===== src/rtl/fp_wb_pkg.sv =====
// Shared types for the FP register-file writeback arbiter.
// The request struct is the element stored in each per-source queue.
package fp_wb_pkg;

  localparam int FP_WB_DEPTH_DEFAULT = 2;

  typedef logic [4:0] fp_reg_idx_t;

  typedef struct packed {
    fp_reg_idx_t addr;
    logic [63:0] data;
  } fp_wb_req_t;

  // The register file drops a write whose address matches any live read port.
  function automatic logic fp_wb_read_hit(input fp_reg_idx_t a,
                                          input fp_reg_idx_t r1,
                                          input fp_reg_idx_t r2,
                                          input fp_reg_idx_t r3);
    return (a == r1) || (a == r2) || (a == r3);
  endfunction

endpackage


===== src/rtl/fp_wb_fifo.sv =====
// Per-source request queue: DEPTH entries, registered-count ready, head exposed
// combinationally so the arbiter can check it against the read ports.
module fp_wb_fifo
  import fp_wb_pkg::*;
#(
  parameter int DEPTH = FP_WB_DEPTH_DEFAULT
) (
  input  logic                   clk,
  input  logic                   rst_n,
  input  logic                   i_push,
  input  fp_wb_req_t             i_din,
  input  logic                   i_pop,
  output fp_wb_req_t             o_head,
  output logic                   o_ready,
  output logic [$clog2(DEPTH):0] o_count
);

  localparam int AW = $clog2(DEPTH);
  localparam int CW = AW + 1;

  logic [AW-1:0] r_wr_ptr;
  logic [AW-1:0] r_rd_ptr;
  logic [CW-1:0] r_count;
  fp_wb_req_t    r_mem [DEPTH];

  logic w_do_push;
  logic w_do_pop;

  // A full queue refuses pushes even when the head pops in the same cycle.
  assign o_ready   = (r_count < CW'(DEPTH));
  assign w_do_push = i_push && o_ready;
  assign w_do_pop  = i_pop && (r_count != '0);
  assign o_head    = r_mem[r_rd_ptr];
  assign o_count   = r_count;

  always_ff @(posedge clk or negedge rst_n) begin
    if (!rst_n) begin
      r_wr_ptr <= '0;
      r_rd_ptr <= '0;
      r_count  <= '0;
    end else begin
      if (w_do_push) r_wr_ptr <= r_wr_ptr + AW'(1);
      if (w_do_pop)  r_rd_ptr <= r_rd_ptr + AW'(1);
      case ({w_do_push, w_do_pop})
        2'b10:   r_count <= r_count + CW'(1);
        2'b01:   r_count <= r_count - CW'(1);
        default: r_count <= r_count;
      endcase
    end
  end

  // Storage is intentionally left unreset; only pointers and count matter.
  always_ff @(posedge clk) begin
    if (w_do_push) r_mem[r_wr_ptr] <= i_din;
  end

endmodule


===== src/rtl/fp_wb_arbiter.sv =====
// Two-source FP register-file writeback arbiter. Each source queues results;
// a head issues only when it cannot collide with a live read port.
module fp_wb_arbiter
  import fp_wb_pkg::*;
#(
  parameter int DEPTH = FP_WB_DEPTH_DEFAULT
) (
  input  logic        clk,
  input  logic        rst_n,
  input  logic        s0_valid,
  output logic        s0_ready,
  input  logic [4:0]  s0_addr,
  input  logic [63:0] s0_data,
  input  logic        s1_valid,
  output logic        s1_ready,
  input  logic [4:0]  s1_addr,
  input  logic [63:0] s1_data,
  input  logic [4:0]  raddr1,
  input  logic [4:0]  raddr2,
  input  logic [4:0]  raddr3,
  output logic        wen,
  output logic [4:0]  waddr,
  output logic [63:0] wdata,
  output logic        wsrc,
  output logic        busy
);

  localparam int NSRC = 2;
  localparam int CW   = $clog2(DEPTH) + 1;

  fp_wb_req_t        w_din   [NSRC];
  fp_wb_req_t        w_head  [NSRC];
  logic [CW-1:0]     w_count [NSRC];
  logic [NSRC-1:0]   w_valid;
  logic [NSRC-1:0]   w_ready;
  logic [NSRC-1:0]   w_pop;
  logic [NSRC-1:0]   w_elig;
  logic              w_gnt_vld;
  logic              w_gnt_src;
  logic              r_last;

  assign w_din[0] = '{addr: s0_addr, data: s0_data};
  assign w_din[1] = '{addr: s1_addr, data: s1_data};
  assign w_valid  = {s1_valid, s0_valid};
  assign s0_ready = w_ready[0];
  assign s1_ready = w_ready[1];

  for (genvar g = 0; g < NSRC; g++) begin : gen_q
    fp_wb_fifo #(.DEPTH(DEPTH)) u_fifo (
      .clk     (clk),
      .rst_n   (rst_n),
      .i_push  (w_valid[g]),
      .i_din   (w_din[g]),
      .i_pop   (w_pop[g]),
      .o_head  (w_head[g]),
      .o_ready (w_ready[g]),
      .o_count (w_count[g])
    );

    assign w_elig[g] = (w_count[g] != '0) &&
                       !fp_wb_read_hit(w_head[g].addr, raddr1, raddr2, raddr3);
    assign w_pop[g]  = w_gnt_vld && (w_gnt_src == 1'(g));
  end

  // Tie goes to the source that did not win last; r_last resets to 1 so s0 wins first.
  always_comb begin
    w_gnt_vld = |w_elig;
    w_gnt_src = 1'b0;
    if (&w_elig)        w_gnt_src = ~r_last;
    else if (w_elig[1]) w_gnt_src = 1'b1;
  end

  assign wen   = w_gnt_vld;
  assign wsrc  = w_gnt_vld ? w_gnt_src : 1'b0;
  assign waddr = w_gnt_vld ? w_head[w_gnt_src].addr : 5'd0;
  assign wdata = w_gnt_vld ? w_head[w_gnt_src].data : 64'd0;
  assign busy  = (w_count[0] != '0) || (w_count[1] != '0);

  always_ff @(posedge clk or negedge rst_n) begin
    if (!rst_n)         r_last <= 1'b1;
    else if (w_gnt_vld) r_last <= w_gnt_src;
  end

endmodule


===== config.mk =====
export PLATFORM = sky130hd
export DESIGN_NAME = fp_wb_arbiter
export DESIGN_NICKNAME = d
export VERILOG_FILES = /design/src/rtl/fp_wb_pkg.sv /design/src/rtl/fp_wb_fifo.sv /design/src/rtl/fp_wb_arbiter.sv
export SDC_FILE = /design/constraint.sdc
export NUM_CORES = 1
export LEC_CHECK = 0
export CORE_AREA = 2 2 161 163
export CTS_BUF_LIST = sky130_fd_sc_hd__clkbuf_2
export DETAILED_ROUTE_END_ITERATION = 8
export DIE_AREA = 0 0 163 165
export GPL_ROUTABILITY_DRIVEN = 1
export HOLD_SLACK_MARGIN = 0.15
export PLACE_DENSITY = 0.76
export SLEW_MARGIN = 40
export SYNTH_ARGS = -nofsm -noshare
export SYNTH_HDL_FRONTEND = slang
export SYNTH_SLANG_ARGS = --single-unit

===== constraint.sdc =====
create_clock -name clk -period 5.9 [get_ports clk]
set_input_delay 1.475 -clock clk [delete_from_list [all_inputs] [get_ports clk]]
set_output_delay 1.475 -clock clk [all_outputs]
set_load 0.03 [all_outputs]

==> out/qor.txt <==
Outcome = finished, final reports clean
R2r startpoint = gen_q[1].u_fifo.r_rd_ptr$_DFFE_PN0P_
Largest family of logic cells by synthesized area = multiplexers
Vias per inst = 5.207
Crit path kind = input port to output port
Gate Count Post-Synth = 601
Asr flop ratio synth = 0.03158
Worst VDD drop = 0.4641 mV
Chip width = 163 microns
Max Clock Skew = 0.04363 ns
Number of I/O pins = 231
Clock Latency Late Sink = 0.77 ns
Top_reg_cell synth = edfxtp_1
Sequential area share after synthesis = 0.7667
Initial antenna violation count = 3
Nets@finish = 1049
Sinks on Clock Net = 285
Routability Congestion = 0.8146
First-pass GRT wire length = 37810 microns
P&R area growth vs syn = 31.13%
Post-synthesis compound-gate area fraction = 0.04225
Largest net degree at the start of global routing = 70
FMAX = 0.1743 GHz
Vias = 6582
Worst reg2reg setup slack = 2.82 ns
Max-capacitance violation count = 0
Hold WC Path Type = register to register
Yosys warns = 0
Grt ovf = 0
CP Data Required Time = 4.43 ns
Starting Density = 0.4436
Setup TNS Final = 0 ns
First-pass iteration count of the detailed router = 5
Final number of hold-violating endpoints = 0
Gr usage total = 0.1863
Mapped Avg Cell Area = 18.48 sq um
Startpoint types = input port
Site row count = 58
Critical path arrival = 4.26 ns
Max incr delay on CP = 0.72 ns
Post-Syn Area = 0.01111 sq mm
RSZ-0062 raised after global routing = false
Post-synthesis mux area share = 0.1257
Unique cell type count in the Yosys netlist = 29
Min-Delay Endpoint = gen_q[0].u_fifo.o_count[0]$_DFFE_PN0P_
Period utilization = 0.9725
Syn Nets = 760
Final min period = 5.738 ns
Die height = 165 microns
CTS tree = built
Worst path cell trace = clkdlybuf4s50_1, xnor2_1, nor3_1, nand3_1, nand4b_1, or4b_4, buf_12, o22ai_1, clkdlybuf4s50_1
Slowest CP cell = clkdlybuf4s50_1
H-Tree Depth = 3
WHS Path Cells = 1
Adder-cell share of the synthesized area = 0.002253
Final wirelength = 25520 microns
Static leakage = 0.005248 uW
DIE AREA = 0.02690 sq mm
Antenna-violating nets left = 0
Slew HR = 0.4892
R2R Path End = gen_q[0].u_fifo.o_count[1]$_DFFE_PN0P_
Power, Total = 8623 uW
Synth Area in XOR/XNOR = 0.03155
DP HPWL = 15970 microns
Clock root cell = clkbuf_2
Critical Path Fanout Max = 34
Slew Viols, Final = 0
Layout fillers = 1993
Pwr dens = 592.2 mW/mm^2
CTS Buf Count = 72
DR iter-0 viols = 348
Core ar. = 0.02504 sq mm
Simple-Gate Fraction of Synth Area = 0.01341
Area of the multi-input gates = 0.002459 sq mm
PortBufs = 230
Most common cell on crit path = clkdlybuf4s50_1
CTS Hold Bufs = 0
Drt drc = 0
Reg clk slew, reported paths = 0.10 ns
R2R depth = 11
Worst Setup End Kind = output port
Hold path start = gen_q[0].u_fifo.o_count[0]$_DFFE_PN0P_
DR WL/cell = 20.19 microns
Post-synth EDFFs = 276
Clock Path Buffers = 3
# setup viols final = 0
Flops & latches, synth = 285
Vias in the first global route = 6928
Register area = 0.008522 sq mm
Measured slew at the worst slew-check pin = 0.7662 ns
Layout cell share with drive strength beyond 1 = 0.1588
power breakdown:
| group | switching [uW] | internal, uW | total, uW |
|---|---|---|---|
| registers | 169 | 2670 | 2840 |
| logic | 2670 | 1840 | 4510 |
| clock network | 735 | 538 | 1270 |
kinds of logic after synthesis:
logic type | Yosys count
simple gates | 28
mux | 138
fa+ha+maj | 2
buf+inv | 36
xor+xnor | 40
compound gates | 72
flops | 285
layout make-up:
| cell class | instances | share of cell area |
|---|---|---|
| antenna | 2 | 0.0003437 |
| clock buffer | 100 | 0.03437 |
| timing repair buffer | 246 | 0.1735 |
| clock inverter | 16 | 0.008162 |
| multi-input combinational | 280 | 0.1688 |
| tap | 330 | 0.02835 |
| inverter | 5 | 0.001289 |
| sequential | 285 | 0.5852 |
metrics by stage:
| step | area (sq um) | util | cells | worst slack, ns | hold WS, ns |
|---|---|---|---|---|---|
| final | 14560 | 0.5817 | 1264 | 0.1624 | 0.5175 |
| after global routing | 14560 | 0.5816 | 1263 | 0.01207 | 0.5375 |
| after CTS | 14520 | 0.5799 | 1261 | 0.02313 | 0.5202 |
| after detailed placement | 13880 | 0.5545 | 1145 | 0.1169 | 0.5060 |
| after global placement | 13840 | 0.5527 | 1143 | 0.2197 | 0.4949 |
| after floorplan | 11110 | - | 601 | 0.9303 | 0.4608 |
registers in the layout (all words and copies together), names as in the netlist:
signal                 flops
gen_q.u_fifo.r_mem       276
r_last                     1
gen_q.u_fifo.r_wr_ptr      2
gen_q.u_fifo.o_count       4
gen_q.u_fifo.r_rd_ptr      2
metal layers:
metal / track usage / part of all wire
met1: 0.2304 / 0.41
met2: 0.3122 / 0.50
met3: 0.05374 / 0.077
met4: 0.07039 / 0.017
met5: 0 / 0.00043
synth_stat cells, types with 2 or more instances:
master / number / area (sq um)
edfxtp_1: 276 / 8288
mux2i_1: 134 / 1341
o22ai_1: 68 / 425.4
xnor2_1: 26 / 227.7
clkbuf_1: 19 / 71.32
xor2_1: 14 / 122.6
buf_6: 8 / 90.09
dfrtp_1: 8 / 200.2
nand3_1: 6 / 30.03
nor3_1: 6 / 30.03
inv_1: 5 / 18.77
nor2_1: 5 / 18.77
mux2i_2: 4 / 55.05
nand2_1: 3 / 11.26
and3_1: 2 / 12.51
buf_2: 2 / 10.01
ha_1: 2 / 25.02
or2_2: 2 / 12.51
worst max-delay path, delay by kind of cell:
kind                   cells  cell delay [ns]
AO/OA/AOI/OAI              1             0.23
XOR/XNOR                   1             0.16
buffers and inverters      3             1.37
AND/OR/NAND/NOR            4             1.00
placed cells by master, fill, tap and decap left out, types with 7 or more instances in the layout:
cell type,instances
o22ai_1,68
buf_12,7
edfxtp_1,276
clkbuf_2,100
clkinv_1,10
mux2i_1,129
buf_4,10
mux2i_2,9
xnor2_1,26
clkdlybuf4s50_1,226
xor2_1,14
what timing repair did:
item	4_1_cts	5_1_grt
endpoints found under the setup margin	63	66
gates resized for setup	4	4
setup buffers	0	1
worst max path at each step:
stage                                                     from                               endpoint  depth (start not counted)
after floorplan                                       s1_valid  gen_q[1].u_fifo.r_mem[0][0]$_DFFE_PP_                          2
after global placement                               raddr1[4]                              wdata[37]                          9
after detailed placement                             raddr1[2]                              wdata[39]                          8
after CTS                 gen_q[1].u_fifo.r_rd_ptr$_DFFE_PN0P_                              wdata[37]                          8
after global routing                                 raddr2[0]                              wdata[34]                          9
final                                                raddr2[0]                              wdata[41]                          9
Note: power is estimated with default switching activity, not from simulation.
